$ cat src/rtl/rr_mux_arbiter_pkg.sv
// Shared types and constants for the round-robin 4:1 mux arbiter.
package rr_mux_arbiter_pkg;

    localparam int N_REQ        = 4;
    localparam int SEL_W        = 2;
    localparam int HOLD_W       = 4;
    localparam int MAX_HOLD_DEF = 4;

    typedef enum logic {
        IDLE,
        OWNED
    } state_t;

    function automatic logic [N_REQ-1:0] onehot(input logic [SEL_W-1:0] i);
        return N_REQ'(1) << i;
    endfunction

endpackage

$ cat src/rtl/rr_mux_arbiter_rr_pick.sv
// Combinational round-robin pick: first eligible requester at or after ptr.
module rr_pick
    import rr_mux_arbiter_pkg::*;
(
    input  logic [N_REQ-1:0] req,
    input  logic [SEL_W-1:0] ptr,
    input  logic [N_REQ-1:0] excl,
    output logic [SEL_W-1:0] idx,
    output logic             found
);

    logic [N_REQ-1:0] cand;

    assign cand = req & ~excl;

    // Scan farthest offset first so the nearest candidate wins last.
    always_comb begin
        idx   = '0;
        found = 1'b0;
        for (int i = N_REQ - 1; i >= 0; i--) begin
            if (cand[ptr + SEL_W'(i)]) begin
                idx   = ptr + SEL_W'(i);
                found = 1'b1;
            end
        end
    end

endmodule

$ cat src/rtl/rr_mux_arbiter.sv
// Round-robin arbiter with bounded hold, driving a shared 4:1 data mux.
module rr_mux_arbiter
    import rr_mux_arbiter_pkg::*;
#(
    parameter int MAX_HOLD = MAX_HOLD_DEF
) (
    input  logic             clk,
    input  logic             rst_n,
    input  logic [N_REQ-1:0] req,
    input  logic [N_REQ-1:0] din,
    output logic [N_REQ-1:0] gnt,
    output logic [SEL_W-1:0] sel,
    output logic             y,
    output logic             busy
);

    localparam logic [HOLD_W-1:0] MAX_H = HOLD_W'(MAX_HOLD);

    state_t              state;
    logic [SEL_W-1:0]    ptr;
    logic [HOLD_W-1:0]   hold_cnt;
    logic [SEL_W-1:0]    pick_idx;
    logic                pick_found;
    logic                own_req;
    logic                others;

    assign own_req = |(req & gnt);
    assign others  = |(req & ~gnt);

    // gnt is zero in IDLE, so excluding it only matters while owned.
    rr_pick u_pick (
        .req   (req),
        .ptr   (ptr),
        .excl  (gnt),
        .idx   (pick_idx),
        .found (pick_found)
    );

    always_ff @(posedge clk or negedge rst_n) begin
        if (!rst_n) begin
            state    <= IDLE;
            gnt      <= '0;
            sel      <= '0;
            ptr      <= '0;
            hold_cnt <= '0;
        end else begin
            unique case (state)
                IDLE: begin
                    if (pick_found) begin
                        state    <= OWNED;
                        gnt      <= onehot(pick_idx);
                        sel      <= pick_idx;
                        ptr      <= pick_idx + SEL_W'(1);
                        hold_cnt <= HOLD_W'(1);
                    end
                end
                OWNED: begin
                    if (own_req && (!others || hold_cnt < MAX_H)) begin
                        if (hold_cnt < MAX_H)
                            hold_cnt <= hold_cnt + HOLD_W'(1);
                    end else if (pick_found) begin
                        gnt      <= onehot(pick_idx);
                        sel      <= pick_idx;
                        ptr      <= pick_idx + SEL_W'(1);
                        hold_cnt <= HOLD_W'(1);
                    end else begin
                        state    <= IDLE;
                        gnt      <= '0;
                        hold_cnt <= '0;
                    end
                end
            endcase
        end
    end

    assign busy = |gnt;

    always_comb begin
        y = 1'b0;
        if (busy)
            y = din[sel];
    end

endmodule
$ cat config.mk
export PLATFORM = sky130hd
export DESIGN_NAME = rr_mux_arbiter
export DESIGN_NICKNAME = d
export VERILOG_FILES = /design/src/rtl/rr_mux_arbiter_pkg.sv /design/src/rtl/rr_mux_arbiter_rr_pick.sv /design/src/rtl/rr_mux_arbiter.sv
export SDC_FILE = /design/constraint.sdc
export NUM_CORES = 1
export LEC_CHECK = 0
export CAP_MARGIN = 20
export CORE_MARGIN = 2
export CORE_UTILIZATION = 38
export DETAILED_ROUTE_END_ITERATION = 8
export DONT_BUFFER_PORTS = 1
export GPL_TIMING_DRIVEN = 0
export PLACE_DENSITY = 0.58
export REMOVE_ABC_BUFFERS = 1
export SLEW_MARGIN = 20
export SYNTH_ARGS = -nofsm -noshare
export SYNTH_HDL_FRONTEND = slang
export SYNTH_SLANG_ARGS = --single-unit
$ cat constraint.sdc
create_clock -name clk -period 1.9 [get_ports clk]
set_input_delay 0.19 -clock clk [delete_from_list [all_inputs] [get_ports clk]]
set_output_delay 0.19 -clock clk [all_outputs]
set_load 0.01 [all_outputs]
Word-level counts from Yosys, hierarchy flattened
Index checks and enable logic that the tools add are counted.
{"block": "totals", "ff_bits": 13, "latch_bits": 0, "mem_bits_rw": 0, "mem_bits_ro": 0, "in_bits": 10, "out_inout_bits": 8, "memories": 0}
{"block": "classes", "n_addsub": 5, "mul": 0, "div": 0, "order_cmp": 6, "eq_ne": 3, "shift": 1, "mux": 37, "bitwise": 4, "reduce_logical": 8}
{"operator": "$mux 4", "count": 6}
{"operator": "$mux 2", "count": 8}
{"operator": "$pmux 4 s2", "count": 2}
{"operator": "$lt 2x3->1 const B", "count": 5}
{"operator": "$mux 1", "count": 13}
{"operator": "$reduce_or 4->1", "count": 3}
{"operator": "$bmux 1 s2", "count": 5}
{"operator": "$and 4x4->4", "count": 2}
{"operator": "$pmux 2 s2", "count": 2}
{"operator": "$add 2x1->2 const B", "count": 2}
{"operator": "$add 2x2->2 const B", "count": 2}
{"operator": "$add 4x1->4 const B", "count": 1}
{"operator": "$lt 4x3->1 const B", "count": 1}
{"operator": "$ne 2x2->1 const B", "count": 2}
{"operator": "$not 4->4", "count": 1}
{"operator": "$reduce_and 2->1", "count": 2}
{"operator": "$shl 1x2->4 const A", "count": 1}
{"operator": "$ne 3x3->1 const B", "count": 1}
{"operator": "$pmux 1 s2", "count": 1}
{"operator": "$logic_and 1x1->1", "count": 1}
{"operator": "$logic_not 1->1", "count": 1}
{"operator": "$logic_or 1x1->1", "count": 1}
{"operator": "$not 1->1", "count": 1}

Longest topological paths before layout
Gate-level depths: netlist of the first run.
{"block": "depth", "word_depth": 12, "mapped_depth": 7, "mapped_depth_nobuf": 7}

Hierarchy
From an unflattened synthesis of the first run, not the netlist that was laid out.
{"block": "hier_totals", "cells_unflattened": 81, "area_unflattened_um2": 852.1}
{"mod": "rr_mux_arbiter", "instances": 1, "cells_per_inst": 64, "area_each_um2": 744.5, "seq_area_each_um2": 325.3}
{"mod": "rr_pick", "instances": 1, "cells_per_inst": 17, "area_each_um2": 107.6, "seq_area_each_um2": 0.0}

Worst setup path before layout of the first run
OpenSTA, ideal clock, no wires.
{"block": "synth_timing", "path_kind": "register to register", "start": "register gnt[2]", "end": "register gnt[1]", "setup_time_ps": 123, "t_arrival_ps": 1613, "required_ps": 1777, "path_slack_ps": 164, "stages_incl_launch_ff": 7, "n_path_buf": 0, "period_less_slack_ps": 1736, "path_cell_list": "dfrtp_1 -> nand2b_4 -> o311ai_1 -> inv_1 -> ha_1 -> a21o_1 -> o221a_1"}
{"block": "synth_between", "elab_chain_cells": 12}
{"element": "start: declaration", "line_no": "rr_mux_arbiter.sv:11", "text": "output logic [N_REQ-1:0] gnt,"}
{"element": "start signal: assignment", "line_no": "rr_mux_arbiter.sv:51", "text": "gnt <= onehot(pick_idx);"}
{"element": "start signal: assignment", "line_no": "rr_mux_arbiter.sv:62", "text": "gnt <= onehot(pick_idx);"}
{"element": "$not 4->4 *", "line_no": "rr_mux_arbiter_rr_pick.sv:14", "text": "assign cand = req & ~excl;"}
{"element": "$and 4x4->4 *", "line_no": "rr_mux_arbiter_rr_pick.sv:14"}
{"element": "$bmux 1 s2", "line_no": "rr_mux_arbiter_rr_pick.sv:21", "text": "if (cand[ptr + SEL_W'(i)]) begin"}
{"element": "$mux 1 (implied by the code)", "line_no": "rr_mux_arbiter_rr_pick.sv:21"}
{"element": "$mux 2 (3 in series)", "line_no": "rr_mux_arbiter_rr_pick.sv:21"}
{"element": "$mux 2 *", "line_no": "rr_mux_arbiter_rr_pick.sv:21"}
{"element": "named net pick_idx[0]", "line_no": "rr_mux_arbiter.sv:22", "text": "logic [SEL_W-1:0] pick_idx;"}
{"element": "$shl 1x2->4 *", "line_no": "rr_mux_arbiter_pkg.sv:15", "text": "return N_REQ'(1) << i;"}
{"element": "$mux 4", "line_no": "rr_mux_arbiter.sv:61", "text": "end else if (pick_found) begin"}
{"element": "$mux 4", "line_no": "rr_mux_arbiter.sv:58", "text": "if (own_req && (!others || hold_cnt < MAX_H)) begin"}
{"element": "$pmux 4 s2 *", "line_no": "rr_mux_arbiter.sv:47", "text": "unique case (state)"}
The timed path passes the listed nets; every way through them passes the cells marked *. The select of a mux whose other input is x is not followed.
A chain may end at the register's enable or synchronous reset.

Final worst setup path of the first run
{"block": "layout_timing", "start": "register gnt[1]", "end": "output port y"}
{"block": "layout_between", "elab_chain_cells": 2}
{"element": "$reduce_or 4->1", "line_no": "rr_mux_arbiter.sv:76", "text": "assign busy = |gnt;"}
{"element": "named net busy", "line_no": "rr_mux_arbiter.sv:14", "text": "output logic busy"}
{"element": "$mux 1", "line_no": "rr_mux_arbiter.sv:80", "text": "if (busy)"}
{"element": "end: declaration", "line_no": "rr_mux_arbiter.sv:13", "text": "output logic y,"}
The timed path passes the listed nets, and every way through them passes these cells.

==> results.cfg, run 1 <==
[status]
status = completed

[synthesis]
ys_ff_latch = 13
syn_avg_cell_area_um2 = 11.4
yosys.area_share.simple_pct = 19.9
synth_top_area_share_pct = 37.7
synth_area_um2 = 863
synthFlopType = dfrtp_1
ys_seq_area_share_pct = 37.7
yosys-top-cells-area = dfrtp_1 (38%), ha_1 (7.2%), o221a_1 (3.9%)
yosysWarnings = 0
synth_top_family_by_area = compound AO/OA/AOI/OAI gates
synth.distinct_cells = 33
synth_adder_area_share_pct = 7.25
synth_enable_flop_cells = 0
synthCells = 76
synth-compound-area-share_pct = 22.6
ys_async_sr_fraction_pct = 100
yosysTopAreaCell = dfrtp_1
synth_xor_area_share_pct = 0
synthTopCellsByCount = dfrtp_1 (13), a21oi_1 (6), ha_1 (5), nand2_1 (5)
synthMuxAreaShare_pct = 9.57
yosysMostFrequentCell = dfrtp_1

[drt]
wl_per_cell_um = 16.0
drcViolationCount = 0
drtIter0Drc = 7
drt-pass1-iter-count = 4
vias = 595
vias_per_cell = 5.51
wl_um = 1730
ant_nets = 0

[cts]
cts_made_buffers = 3
clk_pin_slew_ns = 0.10
clockRootBuffer = clkbuf_4
tritoncts = done
insertion_delay_ns = 0.29
htreeDepth = 1
cts_buffer_depth = 2
postCtsSetupRepairBufs = 0
cts.sinks = 13

[pwr]
power_frac_comb_pct = 56.0
p_leak_nw = 0.431
irDropWorstVdd_v = 0.000736
finalPower_w = 0.00181
p_switching_w = 0.000794
p_per_area_nw_per_um2 = 1910
swShare_pct = 43.9
clkPwrFrac_pct = 10.0
seq_power_share_pct = 34.0
p_int_w = 0.00101

[global_routing]
grt_overflow = 0
grt_pass1_vias = 612
track_usage_pct = 14.9
antenna_found_initial = 0
grt_pass1_wl_um = 2930
grt_max_degree = 14

[finish]
postLayoutCoreUtil_pct = 43.7
final_cells = 108
layout-drive-gt1-share_pct = 26.3
synthToLayoutAreaGrowth_pct = 9.86
n_antenna_cell = 0
nets = 96

[sta]
min_period_ns = 1.79
layout_setup_ws_ns = 0.105
finalMaxSlewViolations = 0
hold_viol = 0
rsz0062_at_grt = false
fin_worst_skew_ns = 0.0156
fmax_mhz = 557
max_slew_margin_pct = 59.4
fin_crit_sh_pct = 94.5
tightest_slew_ns = 0.608
tns_ns = 0
finalSetupViolCount = 0

[placed_design]
port_buffers = 0
hpwl_um = 1260
place_ws_ns = -0.183
place.gp.congestion = 0.722
dp_cells = 103

[floorplan]
die_h_um = 51.7
coreArea_um2 = 2170
die-area_um2 = 2670
start_util_pct = 39.8
dieWidth_um = 51.7
rows = 17
ios = 18

[critical_path]
start_kind = register
critical_path.top_delay_family = simple AND/OR/NAND/NOR gates
cp_cell_sequence = or4_1 -> and2_1
critPathMaxFanout = 6
cpPeakStageDelay_ns = 0.60
path_class = reg2out
crit_required_ns = 1.71
crit_buf_inv = 0
critical_path_arrival_ns = 1.60
cp_slowest_cell = or4_1
end_kind = output port

[worst_hold_path]
hold_path.class = in2reg

[job]
drv_cap = 0
==> final cells by class <==
class                      count  area, um2
clock buffer                   3       22.5
fill                         224       1220
clock inverter                 1       5.00
timing repair buffer           1       10.0
multi-input combinational     58        532
sequential                    13        329
tap                           28       35.0
inverter                       4       15.0
==> metrics by stage <==
step                hold slack, ns  area [um2]
finish                       0.233         948
global route                 0.247         948
CTS                          0.230         932
detailed placement          -0.105         887
global placement            -0.105         887
floorplan                   -0.106         852
==> registers in the layout (all words and copies together) (netlist names) <==
register / flops
gnt: 4
hold_cnt: 4
ptr: 2
sel: 2
state: 1
==> worst paths after layout <==
| kind | from | endpoint | slack [ns] | depth (start not counted) |
|---|---|---|---|---|
| max | gnt[1] | y | 0.11 | 2 |
| min | req[1] | state | 0.23 | 3 |
| max reg2reg | gnt[3] | gnt[1] | 0.11 | 7 |
| min reg2reg | hold_cnt[3] | hold_cnt[3] | 0.51 | 1 |
| max in group asynchronous | rst_n | gnt[3] | 1.13 | 1 |
| min in group asynchronous | rst_n | sel[0] | 0.34 | 1 |
==> cells in the final DEF, fill, tap and decap left out, types with 2 or more instances in the layout <==
cell	netlist	layout
a21o_1	4	4
a21oi_1	6	6
a22oi_2	2	2
a32o_1	2	2
clkbuf_4	0	3
dfrtp_1	13	10
dfrtp_2	0	3
ha_1	5	5
inv_1	4	4
mux2_4	2	2
mux2i_1	3	3
nand2_1	5	5
nand2b_1	4	4
nand2b_4	2	2
nor2_1	2	2
o221a_1	3	3
==> timing repair <==
item	CTS	global route
hold buffers	1	0
hold endpoints to repair	13	0
setup endpoints to repair	5	5
gates resized for setup	1	6
==> logic make-up after synthesis <==
logic type,count (synthesis)
fa+ha+maj,5
simple gates,25
mux,6
compound gates,22
flops,13
buf+inv,5
==> per-layer routing <==
layer / GRT usage (%) / vias to the layer above / wire (um)
met1: 20.3 / 284 / 870
met5: 0 / - / 0
li1: - / 296 / -
met3: 4.02 / 4 / 92
met2: 22.2 / 11 / 738
met4: 6.58 / 0 / 26
==> power groups by stage <==
stage               registers, W  logic, W  clock network, W
global placement        0.000607  0.000948                 0
finish                  0.000615   0.00101          0.000180
detailed placement      0.000608  0.000970                 0
CTS                     0.000605  0.000999          0.000182
floorplan               0.000562  0.000817                 0
global route            0.000647   0.00113          0.000197
==> worst min-delay path, delay by kind of cell <==
kind | cells | cell delay (ns)
and+or+nand+nor | 3 | 0.29
Power figures use the tool's default switching activity.
==> run 2, diff against run 1 <==
Settings changed: CAP_MARGIN 20 to 10.
==> results of run 2 <==
No change in the layout: final DEF, timing and power equal those of run 1.
==> run 3, diff against run 2 <==
Settings changed: CELL_PAD_IN_SITES_DETAIL_PLACEMENT from default to 1, CELL_PAD_IN_SITES_GLOBAL_PLACEMENT from default to 2, PLACE_DENSITY 0.58 to 0.8.
Clock period 1.9 ns to 1.95 ns, I/O delays scaled along.
==> results.cfg, run 3 (same netlist as run 1, synthesis figures left out) <==
[finish]
n_antenna_cell = 0
layout-drive-gt1-share_pct = 22.5
synthToLayoutAreaGrowth_pct = 9.42
final_cell_mix = dfrtp_1 (12), a21oi_1 (6), nand2_1 (5), ha_1 (5)
top_regs = gnt x4, hold_cnt x4
final_common_cell = dfrtp_1
nets = 96

[sta]
worst_hold_slack_ns = 0.230
tightest_slew_ns = 0.641
fmax_mhz = 541
min_period_ns = 1.85
fin_crit_sh_pct = 94.8
hold_viol = 0
finalSetupViolCount = 0
finalMaxSlewViolations = 0
fin_worst_skew_ns = 0.00238
rsz0062_at_grt = false
tns_ns = 0
max_slew_margin_pct = 57.1

[pwr]
p_per_area_nw_per_um2 = 1890
finalPower_w = 0.00179
irDropWorstVdd_v = 0.000769
p_leak_nw = 0.429

[drt]
wl_um = 2080
drt-pass1-iter-count = 3
wl_per_cell_um = 19.3
vias = 629
drcViolationCount = 0
drtIter0Drc = 6
ant_nets = 0
vias_per_cell = 5.82

[placed_design]
hpwl_um = 1490
place.gp.congestion = 0.720
port_buffers = 0

[floorplan]
coreArea_um2 = 2170
die-area_um2 = 2670
die_h_um = 51.7
start_util_pct = 39.8
rows = 17
ios = 18
dieWidth_um = 51.7

[cts]
tritoncts = done
htreeDepth = 1
clockRootBuffer = clkbuf_4
cts.sinks = 13
insertion_delay_ns = 0.28
clk_pin_slew_ns = 0.09
cts_made_buffers = 3
postCtsSetupRepairBufs = 0
cts_buffer_depth = 2

[critical_path]
path_class = reg2reg
rr_worst_depth = 6
end_kind = register
critical_path_arrival_ns = 2.02
start_kind = register
r2r_setup_slack_ns = 0.10
crit_required_ns = 2.12
critPathMaxFanout = 6

[global_routing]
grt_max_degree = 14
grt_pass1_wl_um = 3290
grt_pass1_vias = 669
track_usage_pct = 17.0
grt_overflow = 0
antenna_found_initial = 0

[worst_hold_path]
whs_path_depth = 3
hold_path.class = in2reg

[status]
status = completed

[job]
drv_cap = 0
-- run 3: cell types whose count changed in the layout (fill, tap and decap cells not counted), sizes merged --
cell,delta
clkinv,-1
clkbuf,+1
-- run 3: per-layer routing --
metal,track usage [%],vias to the layer above,routed length (um)
met2,27.1,14,985
met4,7.89,0,36
met1,22.0,313,967
met5,0,-,0
li1,-,298,-
met3,3.74,4,94
-- run 3: what timing repair did --
action                                  CTS  global route
cloned                                    0             0
endpoints found under the hold margin    13             0
hold buffers                              1             0
resized for setup                         1             3
endpoints found under the setup margin    5             5
-- run 3: report_power, final --
group / internal [W] / switching (W)
Combinational: 0.000507 / 0.000498
Clock: 0.0000793 / 0.0000954
Sequential: 0.000401 / 0.000207
-- run 3: cell type report --
| cell class | count | area [um2] |
|---|---|---|
| clock buffer | 4 | 26.3 |
| sequential | 13 | 327 |
| fill | 253 | 1220 |
| timing repair buffer | 1 | 10.0 |
| tap | 28 | 35.0 |
| multi-input combinational | 58 | 532 |
| inverter | 4 | 15.0 |
-- run 3: final timing paths --
kind                              from           to
max                             gnt[1]       gnt[0]
min                             req[1]        state
max reg2reg                     gnt[1]       gnt[0]
min reg2reg                hold_cnt[3]  hold_cnt[3]
max in group asynchronous        rst_n       gnt[0]
min in group asynchronous        rst_n       ptr[0]
-- run 3: per-stage QoR --
step	setup WS (ns)	cells	instance area [um2]	utilization, %
floorplan	0.214	75	852	-
global placement	-0.0732	103	887	40.9
detailed placement	-0.142	103	887	40.9
CTS	0.0730	108	931	42.9
global route	0.0144	108	945	43.5
finish	0.101	108	945	43.5
-- run 3: worst max-delay path: stages, from the launching register on --
cell and delay [ns]:
dfrtp_1 0.49, nand2b_4 0.19, o21ai_0 0.32, o311ai_4 0.21, ha_1 0.25, a21o_1 0.16, o221a_1 0.11
